===== src/rtl/instr_fetch_unit.sv =====
// Fetch stage: issues word reads to a synchronous instruction memory, buffers
// returned words in a prefetch FIFO and presents {pc, instr} to decode.
module instr_fetch_unit #(
    parameter int          ADDR_W     = 4,
    parameter int          FIFO_DEPTH = 4,
    parameter logic [5:0]  HALT_OP    = 6'b111111
) (
    input  logic              clk,
    input  logic              reset,
    output logic              imem_rd_en,
    output logic [ADDR_W-1:0] imem_addr,
    input  logic [31:0]       imem_rdata,
    output logic              if_valid,
    input  logic              if_ready,
    output logic [31:0]       if_instr,
    output logic [ADDR_W-1:0] if_pc,
    input  logic              redirect_valid,
    input  logic [ADDR_W-1:0] redirect_pc,
    output logic              halted
);

    localparam int PTR_W   = $clog2(FIFO_DEPTH);
    localparam int CNT_W   = PTR_W + 1;
    localparam int ENTRY_W = ADDR_W + 32;

    typedef enum logic [1:0] {
        IDLE   = 2'd0,
        FETCH  = 2'd1,
        HALTED = 2'd2
    } state_t;

    state_t             state;
    state_t             state_next;

    logic [ADDR_W-1:0]  pc;
    logic [ADDR_W-1:0]  tag;
    logic               inflight;

    logic [ENTRY_W-1:0] fifo_mem [FIFO_DEPTH];
    logic [PTR_W-1:0]   rd_ptr;
    logic [PTR_W-1:0]   wr_ptr;
    logic [CNT_W-1:0]   count;

    logic               fifo_empty;
    logic               credit_ok;
    logic               push;
    logic               pop;
    logic               halt_word;
    logic [CNT_W-1:0]   committed;
    logic [ENTRY_W-1:0] head;

    // Credits cover both buffered entries and the read still on its way back.
    assign committed  = count + {{(CNT_W-1){1'b0}}, inflight};
    assign credit_ok  = committed < CNT_W'(FIFO_DEPTH);
    assign fifo_empty = (count == '0);
    assign halt_word  = (imem_rdata[31:26] == HALT_OP);
    assign imem_addr  = pc;

    assign head     = fifo_mem[rd_ptr];
    assign if_valid = !fifo_empty && !redirect_valid;
    assign if_instr = fifo_empty ? 32'd0 : head[31:0];
    assign if_pc    = fifo_empty ? '0 : head[ENTRY_W-1:32];
    assign pop      = if_valid && if_ready;

    always_comb begin
        state_next = state;
        imem_rd_en = 1'b0;
        halted     = 1'b0;
        push       = 1'b0;
        case (state)
            IDLE: begin
                state_next = FETCH;
            end
            FETCH: begin
                imem_rd_en = credit_ok && !redirect_valid;
                push       = inflight && !redirect_valid;
                if (push && halt_word) begin
                    state_next = HALTED;
                end
            end
            HALTED: begin
                // A return arriving here was issued alongside the HALT word; drop it.
                halted = 1'b1;
            end
            default: begin
                state_next = IDLE;
            end
        endcase
        if (redirect_valid) begin
            state_next = FETCH;
        end
    end

    always_ff @(posedge clk or negedge reset) begin
        if (!reset) begin
            state <= IDLE;
        end else begin
            state <= state_next;
        end
    end

    always_ff @(posedge clk or negedge reset) begin
        if (!reset) begin
            pc       <= '0;
            tag      <= '0;
            inflight <= 1'b0;
        end else if (redirect_valid) begin
            pc       <= redirect_pc;
            inflight <= 1'b0;
        end else begin
            inflight <= imem_rd_en;
            if (imem_rd_en) begin
                pc  <= pc + ADDR_W'(1);
                tag <= pc;
            end
        end
    end

    always_ff @(posedge clk or negedge reset) begin
        if (!reset) begin
            rd_ptr <= '0;
            wr_ptr <= '0;
            count  <= '0;
        end else if (redirect_valid) begin
            rd_ptr <= '0;
            wr_ptr <= '0;
            count  <= '0;
        end else begin
            if (push) begin
                wr_ptr <= wr_ptr + PTR_W'(1);
            end
            if (pop) begin
                rd_ptr <= rd_ptr + PTR_W'(1);
            end
            case ({push, pop})
                2'b10:   count <= count + CNT_W'(1);
                2'b01:   count <= count - CNT_W'(1);
                default: count <= count;
            endcase
        end
    end

    always_ff @(posedge clk) begin
        if (push) begin
            fifo_mem[wr_ptr] <= {tag, imem_rdata};
        end
    end

endmodule

===== config.mk =====
export PLATFORM = sky130hd
export DESIGN_NAME = instr_fetch_unit
export DESIGN_NICKNAME = d
export VERILOG_FILES = /design/src/rtl/instr_fetch_unit.sv
export SDC_FILE = /design/constraint.sdc
export NUM_CORES = 1
export LEC_CHECK = 0
export BUFFER_PORTS_ARGS = -buffer_cell sky130_fd_sc_hd__buf_2
export CAP_MARGIN = 30
export CORE_UTILIZATION = 28
export DETAILED_ROUTE_END_ITERATION = 10
export PLACE_DENSITY_LB_ADDON = 0.05
export SLEW_MARGIN = 20
export SYNTH_ARGS = -nofsm -noshare
export SYNTH_HDL_FRONTEND = slang
export SYNTH_SLANG_ARGS = --single-unit

===== constraint.sdc =====
create_clock -name clk -period 2.2 [get_ports clk]
set_input_delay 0.11 -clock clk [delete_from_list [all_inputs] [get_ports clk]]
set_output_delay 0.11 -clock clk [all_outputs]
set_load 0.005 [all_outputs]

==> results of run 1 <==
-- Yosys cell counts --
master    instances  area share [%]
a211oi_1          3            0.35
a21oi_1           3            0.23
a21oi_2           1            0.14
a22oi_1           1            0.12
a31o_2            1            0.14
and2_1            4            0.39
and2b_1           1            0.12
and3_1            1           0.097
and4bb_1          1            0.19
buf_1             1           0.058
buf_2             4            0.31
buf_4             3            0.35
buf_6             2            0.35
clkbuf_1          5            0.29
dfrtp_1          18             7.0
edfxtp_1        144              67
fa_1              1            0.31
ha_1              5            0.97
inv_1             4            0.23
mux2_2            6             1.0
mux2i_1           1            0.16
mux4_2           36              13
nand2_1           5            0.29
nand2b_1          2            0.19
nand3_1           1           0.078
nand3b_1          1            0.12
nand4_1           2            0.19
nand4b_1          1            0.14
nor2_1            7            0.41
nor2b_1          40             3.9
nor3_1            3            0.23
nor3_2            1            0.16
o21ai_0           5            0.39
o31ai_1           1            0.12
o31ai_2           1            0.19
or3_2             1            0.12
xnor2_1           8             1.1
-- logic make-up after synthesis --
group / share of synthesized area (%)
AND/OR/NAND/NOR: 6.59
adder cells (fa/ha/maj): 1.28
XOR/XNOR: 1.09
multiplexers: 13.8
AO/OA/AOI/OAI: 1.67
buffers and inverters: 1.59
flip-flops: 74.0
-- sequential cells by signal, indices dropped and copies added (netlist names) --
| signal | cells |
|---|---|
| tag | 4 |
| imem_addr | 4 |
| fifo_mem | 144 |
| rd_ptr | 2 |
| wr_ptr | 2 |
| state | 2 |
| count | 3 |
| inflight | 1 |
-- worst register-to-register path: stages (launching register included) --
cell and delay, ns:
dfrtp_1 0.47, o31ai_2 0.30, nor3_1 0.10, fa_1 0.42, nor3_1 0.21, nor3_1 0.07, a211oi_1 0.22
-- timing repair --
action,in CTS,in global routing
hold buffers,37,0
endpoints found under the hold margin,150,0
gates resized for setup,0,0
-- worst max path at each step --
stage | start | to | slack, ns
after detailed placement | count[1] | count[2] | 0.35
after floorplan | count[1] | count[2] | 0.24
after global routing | count[0] | imem_rd_en | 0.02
after CTS | rd_ptr[0] | if_pc[3] | 0.08
after global placement | count[1] | count[2] | 0.36
final | rd_ptr[0] | if_pc[3] | 0.14
-- power breakdown --
group,switching (mW),internal [mW]
Combinational,0.763,0.850
Sequential,0.148,3.62
Clock,1.18,1.77
Total,2.09,6.24
-- through the flow --
stage               area (µm²)  cells  hold slack (ns)  power [mW]
floorplan                 6460    325           -0.186        4.75
global placement          7400    693           0.0780        5.46
detailed placement        7400    693           0.0807        5.47
CTS                       8360    761            0.105        8.53
global route              8360    761            0.160        8.77
finish                    8360    761            0.123        8.33
-- per-layer routing --
| layer | track usage, % | wire [µm] | vias to the layer above |
|---|---|---|---|
| li1 | - | - | 1556 |
| met1 | 15.2 | 6010 | 1727 |
| met2 | 21.5 | 6880 | 63 |
| met3 | 3.24 | 449 | 12 |
| met4 | 4.57 | 181 | 0 |
| met5 | 0 | 0 | - |
-- cell type report --
cell class                 instances  area [µm²]
clock inverter                    14         165
inverter                           4        15.0
tap                              285         357
fill                            2129       14300
multi-input combinational        144        1590
sequential                       162        4780
clock buffer                      17         425
timing repair buffer             135        1040
==> results.sh, run 1 <==
export IMPL_grt_max_degree=38
export IMPL_io_pins=83
export IMPL_worstPathArrival_ns=1.95
export IMPL_dr_pass1_iters=4
export IMPL_gp_congestion=0.721
export IMPL_drcViolationCount=0
export IMPL_numCtsBuffers=17
export IMPL_crit_family="multiplexers"
export IMPL_drive_gt1_share_pct=37.8
export IMPL_max_freq_mhz=486
export IMPL_maxCapViolations=0
export IMPL_r2r_setup_slack_ns=0.32
export IMPL_cts_num_sinks=162
export IMPL_nNetsFinal=510
export IMPL_hp_class="in2reg"
export IMPL_required_ns=2.09
export IMPL_num_rows=55
export IMPL_slew_violations=0
export IMPL_p_per_area_nw_per_um2=996
export IMPL_rsz0062_at_grt="false"
export IMPL_drt_wl_total_um=13500
export IMPL_min_from="redirect_valid"
export IMPL_slew_headroom_pct=71.0
export IMPL_synth_seq_cells=162
export IMPL_worstRegToRegCells=6
export IMPL_synthesis_area_um2=6450
export IMPL_core_um2=22600
export IMPL_ys_warnings_count=0
export IMPL_setup_ws_ns=0.144
export IMPL_detail_route_vias_per_cell=4.41
export IMPL_wl_per_cell_um=17.8
export IMPL_antenna_found_initial=0
export IMPL_dp_slack_ns=0.345
export IMPL_vias=3358
export IMPL_path_class="reg2out"
export IMPL_grt_use_total_pct=12.5
export IMPL_finalSetupViolCount=0
export IMPL_crit_chain="buf_12 > mux4_2 > nor2b_1 > buf_2"
export IMPL_seq_area_frac_synth_pct=74.0
export IMPL_syn_area_per_cell_um2=19.8
export IMPL_leakagePower_nw=2.91
export IMPL_crit_buf_inv=2
export IMPL_cts_tree="built"
export IMPL_drt_iter0_markers=103
export IMPL_die_area_um2=23700
export IMPL_synth_cell_types=37
export IMPL_endpoint_kind="primary output"
export IMPL_clock_latency_ns=0.42
export IMPL_syn_inst=325
export IMPL_vdd_ir_drop_max_mv=0.446
export IMPL_holdPathEnd="rd_ptr[1]"
export IMPL_period_needed_ns=2.06
export IMPL_period_share_pct=93.4
export IMPL_overflow=0
export IMPL_first_global_vias=3724
export IMPL_r2r_end="count[2]"
export IMPL_fin_util_pct=36.9
export IMPL_clockBufferDepth=2
export IMPL_path_max_fanout=29
export IMPL_skew_ns=0.00954
export IMPL_die_width_um=154
export IMPL_r2r_start="count[1]"
export IMPL_critPathSlowestCell="mux4_2"
export IMPL_min_path_cells=3
export IMPL_diodes=0
export IMPL_worst_path_largest_cell_delay_ns=0.53
export IMPL_place_hpwl_um=8390
export IMPL_status="finished clean"
export IMPL_die_h_um=154
export IMPL_initial_core_util_pct=28.5
export IMPL_cp_num_cells=4
export IMPL_max_slew_worst_pin_slew_ns=0.434
export IMPL_cp_start_kind="register"
export IMPL_portBuffers=82
export IMPL_final_common_cell="edfxtp_1"
export IMPL_fin_setup_tns_ns=0
export IMPL_grt_pass1_wl_um=21500
export IMPL_antenna_left=0
export IMPL_clk_pin_slew_worst_paths_ns=0.06
export IMPL_hold_violations=0
export IMPL_final_cell_mix="144 x edfxtp_1, 82 x buf_2, 40 x nor2b_1"
export IMPL_post_cts_setup_buffers=0
export IMPL_syn_nets=371
export IMPL_htree_num_levels=4
export IMPL_area_delta_synth_final_pct=29.6
export IMPL_clockRootBuffer="clkbuf_16"
(Power assumes the default switching activity.)
==> inputs of run 2 (changes only) <==
- ABC_CLOCK_PERIOD_IN_PS: default -> 2200
- RECOVER_POWER: default -> 50
- REMOVE_ABC_BUFFERS: default -> 1
==> results.sh, run 2 (synthesis gave the netlist of run 1 again) <==
export IMPL_period_share_pct=92.5
export IMPL_max_freq_mhz=491
export IMPL_hp_class="in2reg"
export IMPL_worst_path_largest_cell_delay_ns=0.66
export IMPL_vias=3375
export IMPL_maxCapViolations=0
export IMPL_max_slew_worst_pin_slew_ns=1.05
export IMPL_switching_power_mw=2.07
export IMPL_required_ns=2.09
export IMPL_slew_violations=0
export IMPL_n_fill_cell=2164
export IMPL_cp_start_kind="register"
export IMPL_area_delta_synth_final_pct=29.5
export IMPL_grt_use_total_pct=12.5
export IMPL_diodes=0
export IMPL_clock_latency_ns=0.41
export IMPL_antenna_left=0
export IMPL_skew_ns=0.00848
export IMPL_critPathSlowestCell="dfrtp_2"
export IMPL_path_class="reg2out"
export IMPL_wl_per_cell_um=17.8
export IMPL_detail_route_vias_per_cell=4.41
export IMPL_dp_slack_ns=0.235
export IMPL_dr_pass1_iters=4
export IMPL_clockBufferDepth=2
export IMPL_period_needed_ns=2.04
export IMPL_clockRootBuffer="clkbuf_16"
export IMPL_fin_util_pct=36.9
export IMPL_die_width_um=154
export IMPL_final_cells=765
export IMPL_overflow=0
export IMPL_p_comb_share_pct=19.3
export IMPL_grt_max_degree=37
export IMPL_antenna_found_initial=0
export IMPL_largest_register="fifo_mem"
export IMPL_drive_gt1_share_pct=29.4
export IMPL_finalSetupViolCount=0
export IMPL_switching_share_pct=24.5
export IMPL_place_area_um2=7420
export IMPL_endpoint_kind="primary output"
export IMPL_drcViolationCount=0
export IMPL_final_area_um2=8360
export IMPL_slew_headroom_pct=29.7
export IMPL_setup_ws_ns=0.165
export IMPL_htree_num_levels=4
export IMPL_first_global_vias=3681
export IMPL_p_int_mw=6.38
export IMPL_fin_setup_tns_ns=0
export IMPL_core_um2=22600
export IMPL_p_per_area_nw_per_um2=1010
export IMPL_die_h_um=154
export IMPL_worstPathArrival_ns=1.93
export IMPL_io_pins=83
export IMPL_leakagePower_nw=2.83
export IMPL_cts_tree="built"
export IMPL_num_rows=55
export IMPL_drt_wl_total_um=13600
export IMPL_final_cell_mix="144 x edfxtp_1, 44 x clkbuf_1, 44 x buf_2"
export IMPL_gp_congestion=0.728
export IMPL_vdd_ir_drop_max_mv=0.510
export IMPL_portBuffers=82
export IMPL_path_max_fanout=18
export IMPL_initial_core_util_pct=28.5
export IMPL_drt_iter0_markers=120
export IMPL_clockPowerShare_pct=36.1
export IMPL_final_common_cell="edfxtp_1"
export IMPL_largest_register_ffs=144
export IMPL_rsz0062_at_grt="false"
export IMPL_crit_chain="buf_12 > mux4_2 > nor2b_1 > buf_2"
export IMPL_die_area_um2=23700
export IMPL_status="finished clean"
export IMPL_place_hpwl_um=8500
export IMPL_numCtsBuffers=17
export IMPL_grt_pass1_wl_um=21700
export IMPL_seqPwrFrac_pct=44.6
export IMPL_cts_num_sinks=162
export IMPL_hold_violations=0
export IMPL_placed_cells=694
export IMPL_clk_pin_slew_worst_paths_ns=0.06
export IMPL_nNetsFinal=513
run 2: cell types whose count changed in the layout (fill, tap and decap cells not counted), sizes merged:
cell / delta
clkinvlp: -2
clkbuf: +44
clkinv: -2
buf: -36
inv: -1
bufinv: +1
run 2: per-stage QoR:
stage	hold slack, ns	power [mW]
final	0.128	8.45
after global routing	0.164	8.89
after CTS	0.131	8.64
after detailed placement	0.0933	5.49
after global placement	0.0821	5.48
after floorplan	-0.186	4.69
run 2: critical path, delay by kind of cell, from the launching register on:
kind	cells	cell delay, ns
buf+inv	2	0.38
flops	1	0.66
mux	1	0.30
simple gates	1	0.17
run 2: final cells by class:
class | instances | area, µm² | share of cell area [%]
Sequential cell | 162 | 4780 | 57.2
Multi-Input combinational cell | 144 | 1580 | 18.9
Timing Repair Buffer | 138 | 1020 | 12.2
Clock buffer | 22 | 444 | 5.32
Tap cell | 285 | 357 | 4.27
Clock inverter | 10 | 160 | 1.92
Inverter | 4 | 15.0 | 0.180
run 2: final timing paths:
check | start | to | slack [ns] | cells after the start
max | rd_ptr[1] | if_instr[17] | 0.16 | 4
min | redirect_valid | rd_ptr[1] | 0.13 | 3
max reg2reg | state[1] | fifo_mem[3][25] | 0.24 | 3
min reg2reg | state[0] | state[0] | 0.52 | 1
max in group asynchronous | reset | rd_ptr[0] | 1.09 | 2
min in group asynchronous | reset | tag[1] | 0.40 | 2
run 2: repair_timing:
item / 4_1_cts / 5_1_grt
pin swaps: 0 / 0
gates resized for setup: 0 / 1
hold buffers: 37 / 0
setup buffers: 2 / 0
hold endpoints to repair: 150 / 0
endpoints found under the setup margin: 1 / 1
run 2: layer usage:
metal / share of wire, % / global-route usage (%)
met2: 50 / 20.6
met1: 46 / 16.1
met3: 2.9 / 2.87
met4: 1.3 / 4.43
met5: 0 / 0
run 2: power groups by stage:
stage | registers (mW) | clock network, mW | logic [mW]
6_report | 3.77 | 3.05 | 1.63
5_1_grt | 3.81 | 3.26 | 1.82
4_1_cts | 3.78 | 3.14 | 1.72
3_5_place_dp | 3.86 | 0 | 1.64
3_3_place_gp | 3.85 | 0 | 1.63
2_1_floorplan | 3.87 | 0 | 0.824
